**config.mk**
```make
export PLATFORM = sky130hd
export DESIGN_NAME = simd_product_accumulator
export DESIGN_NICKNAME = d
export VERILOG_FILES = /design/src/rtl/simd_product_accumulator.sv
export SDC_FILE = /design/constraint.sdc
export NUM_CORES = 1
export LEC_CHECK = 0
export CORE_UTILIZATION = 35
export CTS_BUF_LIST = sky130_fd_sc_hd__clkbuf_4 sky130_fd_sc_hd__clkbuf_8 sky130_fd_sc_hd__clkbuf_16
export DETAILED_ROUTE_END_ITERATION = 7
export MAX_ROUTING_LAYER = met4
export SYNTH_ARGS = -nofsm -noshare
export SYNTH_HDL_FRONTEND = slang
export SYNTH_SLANG_ARGS = --single-unit
export TNS_END_PERCENT = 30
```
**constraint.sdc**
```tcl
create_clock -name clk -period 13.7 [get_ports clk]
set_clock_uncertainty 0.2 [all_clocks]
set_input_delay 2.74 -clock clk [delete_from_list [all_inputs] [get_ports clk]]
set_output_delay 2.74 -clock clk [all_outputs]
set_load 0.05 [all_outputs]
```
**src/rtl/simd_product_accumulator.sv**
```systemverilog
// simd_product_accumulator
// Receive side of the split-carry SIMD multiplier. Each accepted beat is
// decoded into per-lane products for its mode, and those products are summed
// over a group that ends with `last`. The finished sums are held on a
// registered valid/ready output port.
//
// Ports
//   clk, reset          clock; synchronous active-low reset
//   in_valid/in_ready   input beat handshake
//   result_0/result_1   partial-sum vectors from the multiplier
//   result_SIMD_carry   carry bits at the lane boundaries
//   mode, signed_op     decode controls (00 16x16, 01 2x8x8, 10 4x4x4, 11 reserved)
//   last                marks the final beat of a group
//   out_valid/out_ready result handshake
//   acc_0..acc_3        lane sums
//   out_mode            mode of the group
//   out_count           number of beats summed (saturates at all-ones)
//   err_mode            sticky flag: a beat was dropped for a mode conflict or reserved mode
module simd_product_accumulator #(
  parameter int ACC_W = 40,
  parameter int CNT_W = 8
) (
  input  logic             clk,
  input  logic             reset,
  input  logic             in_valid,
  output logic             in_ready,
  input  logic [31:0]      result_0,
  input  logic [31:0]      result_1,
  input  logic [3:0]       result_SIMD_carry,
  input  logic [1:0]       mode,
  input  logic             signed_op,
  input  logic             last,
  output logic             out_valid,
  input  logic             out_ready,
  output logic [ACC_W-1:0] acc_0,
  output logic [ACC_W-1:0] acc_1,
  output logic [ACC_W-1:0] acc_2,
  output logic [ACC_W-1:0] acc_3,
  output logic [1:0]       out_mode,
  output logic [CNT_W-1:0] out_count,
  output logic             err_mode
);

  typedef enum logic [1:0] {S_IDLE, S_ACC, S_DONE} state_t;

  state_t                      state_q, state_d;
  logic [3:0][ACC_W-1:0]       acc_q, acc_d;
  logic [1:0]                  mode_q, mode_d;
  logic [CNT_W-1:0]            cnt_q, cnt_d;
  logic                        err_q, err_d;
  logic [3:0][ACC_W-1:0]       lane;
  logic                        beat;

  // ---------------- beat decode ----------------
  // The term built from the carry bit plus the result_1 field is extended by
  // signed_op; the result_0 field is always unsigned. The lane sum is then
  // extended the same way up to ACC_W.
  always_comb begin
    logic [31:0] s32;
    logic [16:0] t17;
    logic [17:0] t18, s18;
    logic [8:0]  t9;
    logic [9:0]  t10, s10;
    s32  = '0;
    t17  = '0;
    t18  = '0;
    s18  = '0;
    t9   = '0;
    t10  = '0;
    s10  = '0;
    lane = '0;
    case (mode)
      2'b00: begin
        s32     = result_0 + result_1;
        lane[0] = {{(ACC_W-32){signed_op & s32[31]}}, s32};
      end
      2'b01: begin
        for (int k = 0; k < 2; k++) begin
          t17     = {result_SIMD_carry[2*k+1], result_1[16*k +: 16]};
          t18     = {signed_op & t17[16], t17};
          s18     = {2'b00, result_0[16*k +: 16]} + t18;
          lane[k] = {{(ACC_W-18){signed_op & s18[17]}}, s18};
        end
      end
      2'b10: begin
        for (int k = 0; k < 4; k++) begin
          t9      = {result_SIMD_carry[k], result_1[8*k +: 8]};
          t10     = {signed_op & t9[8], t9};
          s10     = {2'b00, result_0[8*k +: 8]} + t10;
          lane[k] = {{(ACC_W-10){signed_op & s10[9]}}, s10};
        end
      end
      default: lane = '0;
    endcase
  end

  // ---------------- control ----------------
  assign in_ready  = (state_q != S_DONE) | out_ready;
  assign beat      = in_valid & in_ready;
  assign out_valid = (state_q == S_DONE);

  always_comb begin
    state_d = state_q;
    acc_d   = acc_q;
    mode_d  = mode_q;
    cnt_d   = cnt_q;
    err_d   = err_q;
    case (state_q)
      S_IDLE, S_DONE: begin
        if (state_q == S_DONE && out_ready) state_d = S_IDLE;
        // In DONE, a beat can only arrive together with out_ready, so it
        // always opens a fresh group and never adds to the sums just handed off.
        if (beat) begin
          if (mode == 2'b11) begin
            err_d = 1'b1;
          end else begin
            acc_d   = lane;
            mode_d  = mode;
            cnt_d   = CNT_W'(1);
            state_d = last ? S_DONE : S_ACC;
          end
        end
      end
      S_ACC: begin
        if (beat) begin
          // mode_q is never 11 here, so a reserved-mode beat also counts as a mismatch.
          if (mode == mode_q) begin
            for (int k = 0; k < 4; k++) acc_d[k] = acc_q[k] + lane[k];
            if (cnt_q != '1) cnt_d = cnt_q + CNT_W'(1);
          end else begin
            err_d = 1'b1;
          end
          if (last) state_d = S_DONE;
        end
      end
      default: state_d = S_IDLE;
    endcase
  end

  always_ff @(posedge clk) begin
    if (!reset) begin
      state_q <= S_IDLE;
      acc_q   <= '0;
      mode_q  <= 2'b00;
      cnt_q   <= '0;
      err_q   <= 1'b0;
    end else begin
      state_q <= state_d;
      acc_q   <= acc_d;
      mode_q  <= mode_d;
      cnt_q   <= cnt_d;
      err_q   <= err_d;
    end
  end

  assign acc_0     = acc_q[0];
  assign acc_1     = acc_q[1];
  assign acc_2     = acc_q[2];
  assign acc_3     = acc_q[3];
  assign out_mode  = mode_q;
  assign out_count = cnt_q;
  assign err_mode  = err_q;

endmodule

```
# After elaboration in Yosys (flattened, before gate mapping)
# Index checks and enable logic that the tools add are counted.
dict set report word_totals {
  ff_bits 173
  word_cells 86
  output_inout_bits 173
}
dict set report op_classes {
  n_eq_ne 16
  reduce_logical 10
  mux 26
  bitwise_logic 14
  add_sub_neg 12
}
# op count
set op_table {}
lappend op_table {{$mux 160} 4}
lappend op_table {{$pmux 160 s2} 1}
lappend op_table {{$add 40x40->40} 4}
lappend op_table {{$pmux 40 s3} 1}
lappend op_table {{$mux 80} 1}
lappend op_table {{$pmux 40 s2} 1}
lappend op_table {{$add 8x10->10} 4}
lappend op_table {{$mux 8} 5}
lappend op_table {{$add 16x18->18} 2}
lappend op_table {{$add 32x32->32} 1}
lappend op_table {{$ne 2x2->1 const B} 9}
lappend op_table {{$pmux 8 s2} 1}
lappend op_table {{$and 1x1->1} 12}
lappend op_table {{$mux 2} 6}
lappend op_table {{$reduce_and 5->1} 2}
lappend op_table {{$add 8x1->8 const B} 1}
lappend op_table {{$ne 8x8->1 const B} 1}
lappend op_table {{$eq 2x2->1 const B} 3}
lappend op_table {{$reduce_and 6->1} 1}
lappend op_table {{$eq 2x1->1 const B} 2}
lappend op_table {{$logic_not 2->1} 2}
lappend op_table {{$mux 1} 4}
lappend op_table {{$pmux 2 s2} 1}
lappend op_table {{$reduce_and 3->1} 1}
lappend op_table {{8 further kinds} 8}

# Depth between registers and ports, before layout
# Gate-level depths: netlist of run 1.
dict set report depth {
  word_depth 8
  ltp_mapped 26
}

# Least setup slack after synthesis of run 1
# OpenSTA, ideal clock, no wires.
dict set report synth_timing {
  path_kind {in2reg}
  startpoint {input result_0[26]}
  endpoint {register acc_q (netlist bit acc_3[37])}
  t_arrival_ps 7448
  setup_slack_ps 5964
  path_buffers 3
  cell_stages 20
  cell_sequence {ha_1 -> clkbuf_1 -> a21oi_1 -> o21ai_0 -> a21oi_1 -> nor2_1 -> nor3_1 -> clkbuf_1 -> ha_1 -> buf_6 -> a21o_1 -> a21o_1 -> a21oi_1 -> o21ai_0 -> a221oi_2 -> o41ai_4 -> a311oi_4 -> nor2b_1 -> or3_1 -> a211oi_1}
}
dict set report synth_via {
  elab_chain_len 7
  elab_cells_between_ends 9
  cone_classes {2 x add/sub; 6 x mux; 1 x bitwise}
}
# item line_no
set synth_lines {}
lappend synth_lines {{from (decl)} 27} ;# input logic [31:0] result_0,
lappend synth_lines {{$add 8x10->10 (*)} 89} ;# s10 = {2'b00, result_0[8*k +: 8]} + t10;
lappend synth_lines {{$and 1x1->1} 90} ;# lane[k] = {{(ACC_W-10){signed_op & s10[9]}}, s10};
lappend synth_lines {{$mux 80 (*)} 72} ;# case (mode)
lappend synth_lines {{$add 40x40->40} 128} ;# for (int k = 0; k < 4; k++) acc_d[k] = acc_q[k] + lane[k];
lappend synth_lines {{$mux 160} 127} ;# if (mode == mode_q) begin
lappend synth_lines {{$mux 160} 125} ;# if (beat) begin
lappend synth_lines {{$pmux 160 s2 (*)} 108} ;# case (state_q)
lappend synth_lines {{to (signal assigned)} 143} ;# acc_q <= '0;
lappend synth_lines {{to (signal assigned)} 149} ;# acc_q <= acc_d;
lappend synth_lines {{to (decl)} 47} ;# logic [3:0][ACC_W-1:0] acc_q, acc_d;
# Mark *: on every way between the ends. The rest lies on a longest branch, timed or not. The select of a mux whose other input is x is not followed.
# A chain may end at the register's enable or synchronous reset.

# Final worst setup path of run 1
dict set report layout_timing {
  startpoint {input result_0[12]}
  endpoint {register acc_q (netlist bit acc_0[36])}
}
dict set report layout_via {
  elab_chain_len 7
  elab_cells_between_ends 11
  cone_classes {3 x add/sub; 6 x mux; 2 x bitwise}
}
# item line_no
set layout_lines {}
lappend layout_lines {{$add 32x32->32 / $add 16x18->18 (equally long branches)} {74, 81}}
lappend layout_lines {{$and 1x1->1 (on tied branches)} {75, 82}}
lappend layout_lines {{$pmux 40 s3 (*)} 72}
lappend layout_lines {{$add 40x40->40} 128}
lappend layout_lines {{$mux 160} 127}
lappend layout_lines {{$mux 160} 125}
lappend layout_lines {{$pmux 160 s2 (*)} 108}
# Marked as above.

==> results of run 1 <==
## placed cells by master, fill, tap and decap left out, drive strengths merged, types with 14 or more instances in the layout
| cell | Yosys | routed |
|---|---|---|
| nor3 | 64 | 64 |
| xor2 | 64 | 64 |
| ha | 193 | 193 |
| a31oi | 47 | 47 |
| a21oi | 295 | 295 |
| a21boi | 14 | 14 |
| nand2b | 29 | 29 |
| clkdlybuf4s50 | 0 | 247 |
| buf | 17 | 18 |
| a21o | 105 | 105 |
| and2 | 19 | 19 |
| and3 | 20 | 20 |
| clkbuf | 116 | 22 |
| nand3 | 50 | 50 |
| dfxtp | 173 | 173 |
| o21a | 27 | 27 |
| o211ai | 15 | 15 |
| a311oi | 22 | 22 |
| nor2b | 45 | 45 |
| inv | 84 | 87 |
| nand4 | 27 | 27 |
| o21ai | 249 | 249 |
| nor2 | 272 | 272 |
| xnor2 | 120 | 120 |
| nand2 | 178 | 178 |
| o21bai | 28 | 28 |
| a211oi | 41 | 41 |
## report_power, final
group	leakage (nW)	switching (mW)	total, mW	internal (mW)
registers	1.42	0.0429	0.588	0.545
clock network	0.296	0.247	0.537	0.290
logic	7.48	0.546	0.840	0.294
total	9.20	0.836	1.96	1.13
## worst max-delay path, stage by stage
cell	delay, ns
clkdlybuf4s50_1	0.41
ha_1	0.41
a21oi_1	0.29
o211ai_1	0.14
a41oi_1	0.23
nand3_1	0.18
o21ai_0	0.28
a31oi_1	0.22
a211oi_1	0.46
o31ai_1	0.17
xnor2_1	0.15
o21ai_0	0.51
ha_1	0.40
a21o_1	0.20
a21o_1	0.19
a21o_1	0.19
a21o_1	0.17
a221oi_1	0.25
o21ai_0	0.22
a31oi_1	0.36
xnor2_1	0.16
nand2_1	0.06
a311oi_1	0.28
## metal layers
metal	part of all wire	wire length [µm]	track usage
met4	0.024	1530	0.0779
met5	0	0	-
met1	0.48	30900	0.337
met2	0.45	28800	0.383
met3	0.053	3450	0.0341
## per-stage QoR
stage,util,hold slack (ns),setup slack (ns)
floorplan,-,0.381,5.96
global placement,0.415,0.257,5.03
detailed placement,0.415,0.275,4.84
CTS,0.428,0.297,5.36
global route,0.428,0.326,4.77
finish,0.428,0.290,5.19
## cells by family after synthesis
group	Yosys count
xor gates and xnor gates	184
buffers and inverters	218
muxes	1
and+or+nand+nor	756
DFF	173
AOI/OAI and AO/OA	952
adders and majority gates	201
## registers in the layout (all words and copies together) (netlist names)
| signal | count |
|---|---|
| out_mode | 2 |
| acc_1 | 40 |
| acc_3 | 40 |
| state_q | 2 |
| out_count | 8 |
| err_mode | 1 |
| acc_2 | 40 |
| acc_0 | 40 |
## area by class of cell
class | count | area [µm²]
clock buffer | 22 | 482
clock inverter | 10 | 130
fill | 5205 | 28900
inverter | 85 | 319
multi-input combinational | 2094 | 13700
sequential | 173 | 3460
tap | 672 | 841
timing repair buffer | 265 | 2610
## path summary, 6_finish.rpt
check | slack (ns) | cells past startpoint | to | startpoint
worst min register to register | 0.29 | 2 | err_mode$_SDFFE_PN0P_ | err_mode$_SDFFE_PN0P_
worst max-delay path | 5.19 | 23 | acc_0[36]$_SDFFE_PN0P_ | result_0[12]
worst max register to register | 9.26 | 9 | acc_2[36]$_SDFFE_PN0P_ | state_q[0]$_SDFFE_PN0P_
worst min-delay path | 0.29 | 2 | err_mode$_SDFFE_PN0P_ | err_mode$_SDFFE_PN0P_
==> results_dict.tcl, run 1 <==
set metrics [dict create \
    max_freq_mhz 118 \
    yosysSeqAreaShare 0.192 \
    setup_viol 0 \
    grt_use_total 0.249 \
    cts_tree "built" \
    dpl_cell_area_um2 21000 \
    cts_buffer_depth 2 \
    fp.dieH_um 229 \
    dieArea_um2 52400 \
    yosys-top-cells-count "294 x a21oi_1, 272 x nor2_1, 240 x o21ai_0" \
    grt_pass1_wl_mm 101 \
    synth.top_cells.by_area "dfxtp_1 19%, ha_1 13%, a21oi_1 8.2%" \
    postCtsHoldBufs 0 \
    status "finished clean" \
    min_path_type "flop to flop" \
    grt_max_degree 75 \
    ctsResizeCount 0 \
    antenna_found_initial 0 \
    max_slew_margin 0.327 \
    synth_top_area_share 0.192 \
    clockRootBuffer "clkbuf_16" \
    p_per_area_nw_per_um2 91.0 \
    yosysUniqueCellTypes 87 \
    grt_pass1_vias 17803 \
    routed_wl_mm 64.7 \
    stdcell_area_um2 21600 \
    clkTransAtPathRegs_ns 0.07 \
    critPathLaunchType "input pin" \
    cp.arrival_ns 8.69 \
    path_class "input pin to flop" \
    end_kind "flop" \
    synthAdderAreaFrac 0.143 \
    place_hpwl_mm 48.5 \
    synth_top_family_by_area "compound AO/OA/AOI/OAI gates" \
    synthSimpleGateAreaFrac 0.196 \
    worst_slew_pin_slew_ns 1.01 \
    io_buffer_count 248 \
    core-area_um2 50500 \
    syn_area_per_cell_um2 7.25 \
    pin_count 249 \
    synthMuxAreaShare 0.000555 \
    synth_compound_area_frac 0.332 \
    drive_gt1_frac 0.0328 \
    overflow 0 \
    final-hold-violation-count 0 \
    yosysTopAreaCell "dfxtp_1" \
    synth-async-reset-ratio 0 \
    cp.required_ns 13.88 \
    numCtsBuffers 17 \
    power_mw 1.96 \
    slew_violations 0 \
    syn-instance-count 2485 \
    yosys_warnings 0 \
    synth_xor_area_frac 0.0894 \
    h-tree-depth 4 \
    synth_flop_cell "dfxtp_1" \
    start_util 0.357 \
    synth_most_common_cell "a21oi_1" \
    stdcell_count 3321 \
    syn_area_um2 18000 \
    area_delta_synth_final_pct 19.8 \
    drv_cap 0 \
    avgRoutedWirePerCell_um 19.5 \
    vdd_ir_drop_max_uv 102 \
    fin_crit_ns 8.51 \
    rsz0062_at_grt "false" \
    gp_congestion 0.966 \
    ant_nets 0 \
    layout.nets 2913 \
    synth-seq-cells 173 \
    placed_cells 3289 \
    vias 19066 \
    synth-edff-count 0 \
    cts_setup_buffers 0 \
    viasPerCell 5.74 \
    clkSinkCount 173 \
    clk_latency_ns 0.49 \
    drc_errors 0 \
    fin_setup_tns_ns 0 \
    p_leak_nw 9.20 \
    fin_crit_sh 0.621 \
    syn-num-nets 2762 \
    die_x_um 229 \
    antennaDiodeCount 0 \
    drt-initial-drc-count 1448 \
    cp_max_fo 7 \
    drt_pass1_iterations 5 \
    row_count 82 \
]
(Power assumes the default switching activity.)
==> run 2: changes to the inputs <==
Clock period 13.7 ns to 8.2 ns, I/O delays scaled along.
==> run 2 against run 1 <==
Flip-flop and latch count stayed put. Cell count is 0.21% higher. Clock power is 56% higher. Critical path depth stayed put. Non-clock buffer count is 7 higher. Core utilization hardly changed. Highest routed layer unchanged. Via count hardly changed. First-iteration DRC count is 15% higher. Cell area hardly changed.
==> results_dict.tcl, run 2 (synthesis results as in run 1) <==
set metrics [dict create \
    antenna_found_initial 0 \
    numCtsBuffers 17 \
    final-hold-violation-count 0 \
    min_path_type "flop to flop" \
    cts_setup_buffers 0 \
    place_hpwl_mm 48.9 \
    n_fill_cell 5172 \
    layout.nets 2920 \
    clkSinkCount 173 \
    row_count 82 \
    pin_count 249 \
    h-tree-depth 4 \
    clkTransAtPathRegs_ns 0.07 \
    grt_max_degree 70 \
    end_kind "flop" \
    mostFrequentLayoutCell "a21oi_1" \
    clockRootBuffer "clkbuf_16" \
    cts_tree "built" \
    grt_use_total 0.249 \
    vdd_ir_drop_max_uv 172 \
    core-area_um2 50500 \
    dpl_cell_area_um2 21000 \
    grt_pass1_wl_mm 101 \
    p_per_area_nw_per_um2 150 \
    gp_congestion 0.971 \
    setup_viol 0 \
    drt-initial-drc-count 1671 \
    stdcell_area_um2 21600 \
    max_slew_margin 0.323 \
    max_freq_mhz 137 \
    grt_pass1_vias 17972 \
    start_util 0.357 \
    fin_setup_tns_ns 0 \
    fp.dieH_um 229 \
    io_buffer_count 248 \
    worst_slew_pin_slew_ns 1.01 \
    viasPerCell 5.73 \
    rsz0062_at_grt "false" \
    avgRoutedWirePerCell_um 19.4 \
    power_mw 3.23 \
    whs_path_depth 2 \
    clk_latency_ns 0.50 \
    drc_errors 0 \
    drt_pass1_iterations 5 \
    postCtsHoldBufs 0 \
    cts_buffer_depth 2 \
    cp_max_fo 10 \
    ctsResizeCount 0 \
    dieArea_um2 52400 \
    cp.arrival_ns 7.53 \
    path_class "input pin to flop" \
    status "finished clean" \
    antennaDiodeCount 0 \
    drive_gt1_frac 0.0354 \
    vias 19070 \
    layout_common_cells "294 x a21oi_1, 272 x nor2_1, 247 x clkdlybuf4s50_1, 240 x o21ai_0, 193 x ha_1" \
    drv_cap 0 \
    slew_violations 0 \
    fin_crit_ns 7.32 \
    ant_nets 0 \
    cp.required_ns 8.41 \
    critPathLaunchType "input pin" \
    overflow 0 \
    p_leak_nw 9.22 \
    die_x_um 229 \
    fin_crit_sh 0.893 \
    routed_wl_mm 64.5 \
    r2r_cells 9 \
    area_delta_synth_final_pct 19.8 \
]
==> run 2: changes by cell type in the layout (fill, tap and decap cells not counted), sizes merged <==
cell and change:
clkinv +2, inv +1, buf +7, clkbuf -2
bufinv -1
==> run 2: critical path, stage by stage <==
cell             delay, ns
clkdlybuf4s50_1       0.40
ha_1                  0.45
a21oi_1               0.31
o211ai_1              0.14
a41oi_1               0.25
nand3_1               0.19
o21ai_0               0.27
a31oi_1               0.21
a211oi_1              0.45
o31ai_1               0.14
xnor2_1               0.15
o21ai_0               0.45
ha_1                  0.39
a21o_1                0.20
a21o_1                0.19
a21o_1                0.18
a21o_1                0.17
a221oi_1              0.25
o21ai_0               0.22
a31oi_1               0.35
xnor2_1               0.16
nand2_1               0.07
a311oi_1              0.29
==> run 2: where the power goes <==
group | internal (mW) | total, mW | switching, mW
clock | 0.434 | 0.840 | 0.406
combinational | 0.495 | 1.41 | 0.914
sequential | 0.910 | 0.982 | 0.0721
total | 1.84 | 3.23 | 1.39
==> run 2: final cells by class <==
class                           instances  area [µm²]  area share
Clock inverter                         12         113     0.00522
Timing Repair Buffer                  272        2660       0.123
Tap cell                              672         841      0.0389
Clock buffer                           20         454      0.0210
Sequential cell                       173        3460       0.160
Inverter                               85         319      0.0148
Multi-Input combinational cell       2094       13700       0.636
==> run 2: final timing paths <==
check                                             start                     end  slack (ns)
worst max-delay path                       result_0[10]  acc_0[36]$_SDFFE_PN0P_        0.88
worst min-delay path              acc_1[7]$_SDFFE_PN0P_   acc_1[7]$_SDFFE_PN0P_        0.29
worst max register to register  state_q[0]$_SDFFE_PN0P_  acc_2[36]$_SDFFE_PN0P_        3.92
worst min register to register    acc_1[7]$_SDFFE_PN0P_   acc_1[7]$_SDFFE_PN0P_        0.29
==> run 2: metal layers <==
metal,share of wire,track usage
met5,0,-
met4,0.028,0.0800
met3,0.045,0.0341
met2,0.44,0.376
met1,0.49,0.341
==> run 2: stage by stage <==
step	utilization	cells	setup WS, ns	hold WS [ns]
2_1_floorplan	-	2485	1.56	0.381
3_3_place_gp	0.416	3296	0.602	0.257
3_5_place_dp	0.416	3296	0.489	0.266
4_1_cts	0.428	3328	1.02	0.292
5_1_grt	0.428	3328	0.431	0.315
6_report	0.428	3328	0.881	0.292
==> run 3: changes to the inputs <==
--- a/constraint.sdc
+++ b/constraint.sdc
@@ -4,2 +4,2 @@
 set_output_delay 1.64 -clock clk [all_outputs]
-set_load 0.05 [all_outputs]
+set_load 0.01 [all_outputs]
==> results of run 3 <==
The final DEF is identical to that of run 2. Status: finished clean.
Main changes from that run: total power 3.23 mW -> 3.03 mW; worst IR drop on VDD 172 µV -> 171 µV
